File: config.mk
export PLATFORM = sky130hd
export DESIGN_NAME = mem_bus_arb
export DESIGN_NICKNAME = d
export VERILOG_FILES = /design/src/rtl/mem_bus_arb.sv
export SDC_FILE = /design/constraint.sdc
export NUM_CORES = 1
export LEC_CHECK = 0
export ABC_AREA = 1
export BUFFER_PORTS_ARGS = -buffer_cell sky130_fd_sc_hd__buf_2
export CAP_MARGIN = 20
export CORE_AREA = 5 5 122 124
export CTS_CLUSTER_DIAMETER = 150
export DETAILED_ROUTE_END_ITERATION = 10
export DIE_AREA = 0 0 127 129
export PLACE_DENSITY = 0.7
export RECOVER_POWER = 25
export SETUP_SLACK_MARGIN = 0.05
export SYNTH_ARGS = -nofsm -noshare
export SYNTH_HDL_FRONTEND = slang
export SYNTH_SLANG_ARGS = --single-unit
File: constraint.sdc
create_clock -name clk -period 2.1 [get_ports clk]
set_clock_uncertainty 0.2 [all_clocks]
set_input_delay 0.21 -clock clk [delete_from_list [all_inputs] [get_ports clk]]
set_output_delay 0.21 -clock clk [all_outputs]
set_load 0.01 [all_outputs]
File: src/rtl/mem_bus_arb.sv
// Two-host arbiter onto one memory port, round-robin (host 0 fixed priority when MEM_ARB_FIXED_PRIO_EN); in-order tag FIFO routes responses.
// Zero added grant latency (follows m_gnt combinationally); requests stall while DEPTH transactions are outstanding.
module mem_bus_arb #(
  parameter int AW    = 32,
  parameter int DW    = 32,
  parameter int DEPTH = 4
) (
  input  logic                      clk,
  input  logic                      rst_n,
  input  logic                      h0_req,
  input  logic                      h0_we,
  input  logic [AW-1:0]             h0_addr,
  input  logic [DW-1:0]             h0_wdata,
  input  logic [DW/8-1:0]           h0_mask,
  output logic                      h0_gnt,
  output logic                      h0_rvalid,
  output logic [DW-1:0]             h0_rdata,
  output logic [1:0]                h0_err,
  input  logic                      h1_req,
  input  logic                      h1_we,
  input  logic [AW-1:0]             h1_addr,
  input  logic [DW-1:0]             h1_wdata,
  input  logic [DW/8-1:0]           h1_mask,
  output logic                      h1_gnt,
  output logic                      h1_rvalid,
  output logic [DW-1:0]             h1_rdata,
  output logic [1:0]                h1_err,
  output logic                      m_req,
  output logic                      m_we,
  output logic [AW-1:0]             m_addr,
  output logic [DW-1:0]             m_wdata,
  output logic [DW/8-1:0]           m_mask,
  input  logic                      m_gnt,
  input  logic                      m_rvalid,
  input  logic [DW-1:0]             m_rdata,
  input  logic [1:0]                m_err,
  output logic [$clog2(DEPTH):0]    outstanding,
  output logic                      spurious
);

  localparam int PW = $clog2(DEPTH);
  localparam int CW = PW + 1;

  logic [DEPTH-1:0] tag_q;
  logic [PW-1:0]    wr_ptr_q, rd_ptr_q;
  logic [CW-1:0]    cnt_q, cnt_d;
  logic             spurious_q;
`ifndef MEM_ARB_FIXED_PRIO_EN
  logic             last_q;
`endif

  logic full, empty;
  logic sel_vld, sel_host;
  logic push, pop, head;

  assign full  = (cnt_q == CW'(DEPTH));
  assign empty = (cnt_q == '0);

  always_comb begin
    sel_vld  = 1'b0;
    sel_host = 1'b0;
    if (!full) begin
      if (h0_req && h1_req) begin
        sel_vld = 1'b1;
`ifdef MEM_ARB_FIXED_PRIO_EN
        sel_host = 1'b0;
`else
        sel_host = ~last_q;
`endif
      end else if (h0_req) begin
        sel_vld  = 1'b1;
        sel_host = 1'b0;
      end else if (h1_req) begin
        sel_vld  = 1'b1;
        sel_host = 1'b1;
      end
    end
  end

  always_comb begin
    m_req   = sel_vld;
    m_we    = 1'b0;
    m_addr  = '0;
    m_wdata = '0;
    m_mask  = '0;
    if (sel_vld) begin
      m_we    = sel_host ? h1_we    : h0_we;
      m_addr  = sel_host ? h1_addr  : h0_addr;
      m_wdata = sel_host ? h1_wdata : h0_wdata;
      m_mask  = sel_host ? h1_mask  : h0_mask;
    end
  end

  assign push   = sel_vld & m_gnt;
  assign h0_gnt = push & ~sel_host;
  assign h1_gnt = push & sel_host;

  // The head tag is registered, so a response can never be routed in its own grant cycle.
  assign pop  = m_rvalid & ~empty;
  assign head = tag_q[rd_ptr_q];

  assign h0_rvalid = pop & ~head;
  assign h1_rvalid = pop & head;
  assign h0_rdata  = h0_rvalid ? m_rdata : '0;
  assign h0_err    = h0_rvalid ? m_err   : 2'b00;
  assign h1_rdata  = h1_rvalid ? m_rdata : '0;
  assign h1_err    = h1_rvalid ? m_err   : 2'b00;

  always_comb begin
    cnt_d = cnt_q;
    case ({push, pop})
      2'b10:   cnt_d = cnt_q + CW'(1);
      2'b01:   cnt_d = cnt_q - CW'(1);
      default: cnt_d = cnt_q;
    endcase
  end

  assign outstanding = cnt_q;
  assign spurious    = spurious_q;

  always_ff @(posedge clk) begin
    if (push) begin
      tag_q[wr_ptr_q] <= sel_host;
    end
  end

  always_ff @(posedge clk) begin
    if (!rst_n) begin
      wr_ptr_q   <= '0;
      rd_ptr_q   <= '0;
      cnt_q      <= '0;
      spurious_q <= 1'b0;
    end else begin
      cnt_q <= cnt_d;
      if (push) begin
        wr_ptr_q <= wr_ptr_q + PW'(1);
      end
      if (pop) begin
        rd_ptr_q <= rd_ptr_q + PW'(1);
      end
      if (m_rvalid && empty) begin
        spurious_q <= 1'b1;
      end
    end
  end

`ifndef MEM_ARB_FIXED_PRIO_EN
  // Reset to host 1 so host 0 wins the first contention.
  always_ff @(posedge clk) begin
    if (!rst_n) begin
      last_q <= 1'b1;
    end else if (push) begin
      last_q <= sel_host;
    end
  end
`endif

endmodule
## After elaboration in Yosys (flattened, before gate mapping)

Cells that the tools add are included.
W data, S select, Z words.

| word-level totals | value |
|---|---|
| bits in registers | 13 |
| memories kept | 0 |
| bits in read-only memories | 0 |
| memory bits (writable) | 0 |
| latch bits | 0 |

| operators by class | value |
|---|---|
| divide/modulo/power cells | 0 |
| equal/unequal tests | 3 |
| $lt $le $gt $ge | 3 |
| reduce and logical (&&, ||, !) cells | 5 |
| shift operators | 0 |
| multiplexer cells | 25 |
| add/sub/neg operators | 4 |
| bitwise gates (word level) | 10 |
| multipliers | 0 |

Operators by type and width:

| kind | number |
|---|---|
| $mux W32 | 6 |
| $mux W1 | 11 |
| $mux W4 | 2 |
| $and A1 B1 Y1 | 6 |
| $lt A2 B3 Y1 const B | 2 |
| $pmux W3 S2 | 1 |
| $add A2 B1 Y2 const B | 2 |
| $bwmux W4 | 1 |
| $mux W2 | 2 |
| $not A1 Y1 | 4 |
| $add A3 B1 Y3 const B | 1 |
| $eq A3 B3 Y1 const B | 1 |
| $logic_and A1 B1 Y1 | 3 |
| $logic_not A3 Y1 | 1 |
| $sub A3 B1 Y3 const B | 1 |
| $bmux W1 S2 | 1 |
| $demux W1 S2 | 1 |
| $eq A2 B1 Y1 const B | 1 |
| $eq A2 B2 Y1 const B | 1 |
| $ge A2 B1 Y1 const B | 1 |
| $reduce_bool A2 Y1 | 1 |

## Longest topological paths before layout

| depth | value |
|---|---|
| word-level depth | 7 |
| mapped depth | 13 |

## Worst setup path after synthesis

Ideal clock, no wire load.

| path | value |
|---|---|
| path kind | register to register |
| start | register cnt_q[1], in the netlist outstanding[1] |
| end | register cnt_q[2], in the netlist outstanding[2] |
| path slack | 0.063 ns |
| library setup time | 0.113 ns |
| stages on the path, launching flop included | 14 |
| data arrival time | 1.725 ns |
| required time | 1.787 ns |
| period minus slack after synthesis | 2.037 ns |
| path buffers | 1 |
| cells stage by stage | dfxtp_1 -> nor2_1 -> nand2_1 -> buf_4 -> nand3_2 -> ha_1 -> inv_1 -> fa_1 -> inv_1 -> nand2_1 -> nand3_1 -> nand2_1 -> nand2_1 -> nor2_1 |

| between the ends | value |
|---|---|
| cells in the longest elaborated chain, start to end | 5 |
| elaborated cells between the ends (all ways) | 12 |
| those cells by class | add/sub (2); eq/ne (3); mux (2); bitwise (3); reduce/logical (2) |

RTL lines:

| what | RTL line | text |
|---|---|---|
| from (decl) | 46 | `logic [CW-1:0] cnt_q, cnt_d;` |
| from (signal assigned) | 134 | `cnt_q <= cnt_d;` |
| $eq A3 B3 Y1 or $logic_not A3 Y1 (tied branches) | 56, 57 |  |
| $mux W1 or $not A1 Y1 (tied branches) | 62, 99 |  |
| $and A1 B1 Y1 (on tied branches) | 94, 99 |  |
| $eq A2 B1 Y1 or $eq A2 B2 Y1 (tied branches) | 111 | `case ({push, pop})` |
| $pmux W3 S2 or $reduce_bool A2 Y1 (tied branches) | - |  |

Several ways; a longest one is shown, not always the timed one.
A chain may end at the register's enable or synchronous reset.

## Worst setup path after layout

| path | value |
|---|---|
| start | register last_q |
| end | output m_wdata[11] |

| between the ends | value |
|---|---|
| cells in the longest elaborated chain, start to end | 5 |

RTL lines:

| what | RTL line | text |
|---|---|---|
| from (decl) | 49 | `logic last_q;` |
| from (signal assigned) | 153 | `last_q <= sel_host;` |
| $not A1 Y1 | 68 | `sel_host = ~last_q;` |
| $mux W1 | 63 | `if (h0_req && h1_req) begin` |
| $mux W1 | 62 | `if (!full) begin` |
| $mux W32 | 89 | `m_wdata = sel_host ? h1_wdata : h0_wdata;` |
| $mux W32 | 86 | `if (sel_vld) begin` |
| to (decl) | 31 | `output logic [DW-1:0] m_wdata,` |

Every way passes these cells.

==> results.md <==
* Peak Freq at between 0.5 and 0.6 GHz
* Final net count at 1018
* Worst EP arrival at between 1500 and 2000 ps
* Combinational share of power at 82.0%
* Final hold vios at 0
* Final Cycle Share at 95.05%
* Core area at 13670 um2
* GR Overflow Total at 0
* Internal power at between 0.0015 and 0.002 W
* Worst-path fanout max at 25
* Post-synthesis register bit count at 13
* Status: completed
* Pleak at 2.931 nW
* Num CTS Buffers at 3
* Worst Reg-to-Reg Cells at 12
* Vias at about 4400
* Largest net degree at the start of global routing at 71
* Worst VDD drop at 459.9 uV
* CP Launch Type: flop
* Initial core utilization at 24.87%
* Max-Cap Viols at 0
* Seq/Total Area, Yosys at 8.837%
* Cell row count at 43
* Hpwl dp at 10960 um
* DP Area at between 5000 and 6000 um2
* DR DRC count at 0
* Chip Width at 127 um
* Measured slew at the worst slew-check pin at 404.4 ps
* Yosys warnings at 0
* Setup repair after global routing missed its margin: yes
* Num Clock Sinks at 13
* First-pass GRT wire length at 19670 um
* Post-route cell area at 5278 um2
* Final setup vio count at 0
* WP data required at 1690 ps
* Layout cells sized above 1 at 66.15%
* Synthesized Nets at between 700 and 800
* Worst hold stages at 2
* Critical path type: flop to output port
* Slew Viols, Final at 0
* Setup TNS at 0 ps
* I/O Buffers at about 320
* Clock Tree Root: clkbuf_16
* Vias in the first global route at 4076
* Most common cell after layout, fill and taps aside: buf_2
* Post-DR wirelength/cell at 13.30 um
* H-tree depth at 1
* Min-delay worst type: input port to flop
* Routed Antenna Nets at 0
* Ports at 324
* Cell area after synthesis at 3398 um2
* Syn avg cell area at ~6.6 um2
* Hold-fix buffers, CTS at 0
* Synth cell types at 28
* Total Wirelength at 13470 um
* Clock Power Share at between 8 and 9%
* Worst setup EP type: output port
* Clk buf depth at 2
* # diodes at 0
* Worst-skew pair later-pin latency at ~240 ps
* Drt pass-1 iters at 4
* Slew headroom at about three quarters
* Synth Instances at 518
* PwrDens at roughly 800 nW/um2
* Synth-to-Final Area Change at 55.30%
* Period minus WS final at 1996 ps
* Net Sw Power at 0.002209 W
* Chip Height at around 130 um
* Routed vias/inst at 4.316
* Gr usage total at 14.55%
* Die ar. at around 16000 um2
* Seq pwr share at 9.3%
* CTS tree: built
* Clock slew at reported path FFs at 40 ps
* Sw Ratio at 53.34%
* Final Wtd Congestion at 0.8222
* DR iter-0 viols at 91
* Most frequent cells in the layout: buf_2 (307), nor2_2 (94), nor2_1 (91), nand2_2 (70), nand3b_1 (69)
* Initial antenna violation count at 0
## Yosys cell counts, drive strengths merged
library cell,instances,area (um2)
a21boi,1,7.510
a21oi,3,26.28
and2,1,8.760
buf,37,345.3
clkbuf,4,15.01
dfxtp,9,180.2
edfxtp,4,120.1
fa,1,20.02
ha,5,62.56
inv,58,217.7
nand2,93,544.3
nand3,6,40.04
nand3b,69,518.0
nand4,3,18.77
nor2,186,935.9
nor3,34,315.3
o21a,1,7.510
o21ai,3,15.01
## what timing repair did
action / in CTS / in global routing
resized for setup: 4 / 16
endpoints found under the setup margin: 93 / 95
cloned: 1 / 0
pin swaps: 1 / 2
endpoints found under the hold margin: 0 / 0
setup buffers: 4 / 4
## per-stage QoR
step,hold slack [ps],power [W],std cells,setup WS [ps],utilization [%]
CTS,61.51,0.004096,1009,27.77,38.36
global route,82.28,0.004492,1013,18.19,38.62
detailed placement,252.2,0.003658,1000,100.1,37.30
floorplan,173.2,0.002682,518,62.54,-
global placement,244.0,0.003638,1000,143.9,37.30
finish,52.26,0.004142,1013,103.9,38.62
## power groups by stage
stage	sequential, W	combinational (W)	clock (W)
3_5_place_dp	0.000365	0.00329	0
5_1_grt	0.000393	0.00372	0.000375
6_report	0.000386	0.00339	0.000361
3_3_place_gp	0.000361	0.00328	0
2_1_floorplan	0.000372	0.00231	0
4_1_cts	0.000364	0.00337	0.000365
## metal layers
metal	share of wire, %	track usage [%]	up-vias
li1	-	-	2217
met5	0	0	-
met3	11	3.985	14
met4	1.3	3.091	0
met2	51	27.52	213
met1	36	16.28	1928
## final cells by class
| type | count | area, um2 |
|---|---|---|
| clock buffer | 4 | 78.83 |
| fill | 1447 | 8388 |
| inverter | 58 | 222.7 |
| multi-input combinational | 406 | 2551 |
| sequential | 13 | 307.8 |
| tap | 180 | 225.2 |
| timing repair buffer | 352 | 1892 |
## critical path, stage by stage (launching register included)
cell,delay (ps)
dfxtp_1,330
a21oi_4,180
nand2_1,120
inv_4,150
buf_12,190
nor2_1,70
nor2_2,130
buf_2,150
## path summary, 6_finish.rpt
check	start	end	slack, ps
worst min register to register	spurious	spurious	260
worst max register to register	outstanding[1]	outstanding[2]	180
worst min-delay path	rst_n	last_q	50
worst max-delay path	last_q	m_wdata[11]	100
## flip-flops by register name, summed over array words and instances, names as in the netlist
name and count:
outstanding 3, wr_ptr_q 2, last_q 1, spurious 1, rd_ptr_q 2, tag_q 4
## cells by family after synthesis
kind of cell    Yosys count  share of synthesized area, %
buf+inv                  99                         17.01
compound gates            8                         1.657
simple gates            392                         70.07
flops                    13                         8.837
fa+ha+maj                 6                         2.430
Note: power is estimated with default switching activity, not from simulation.
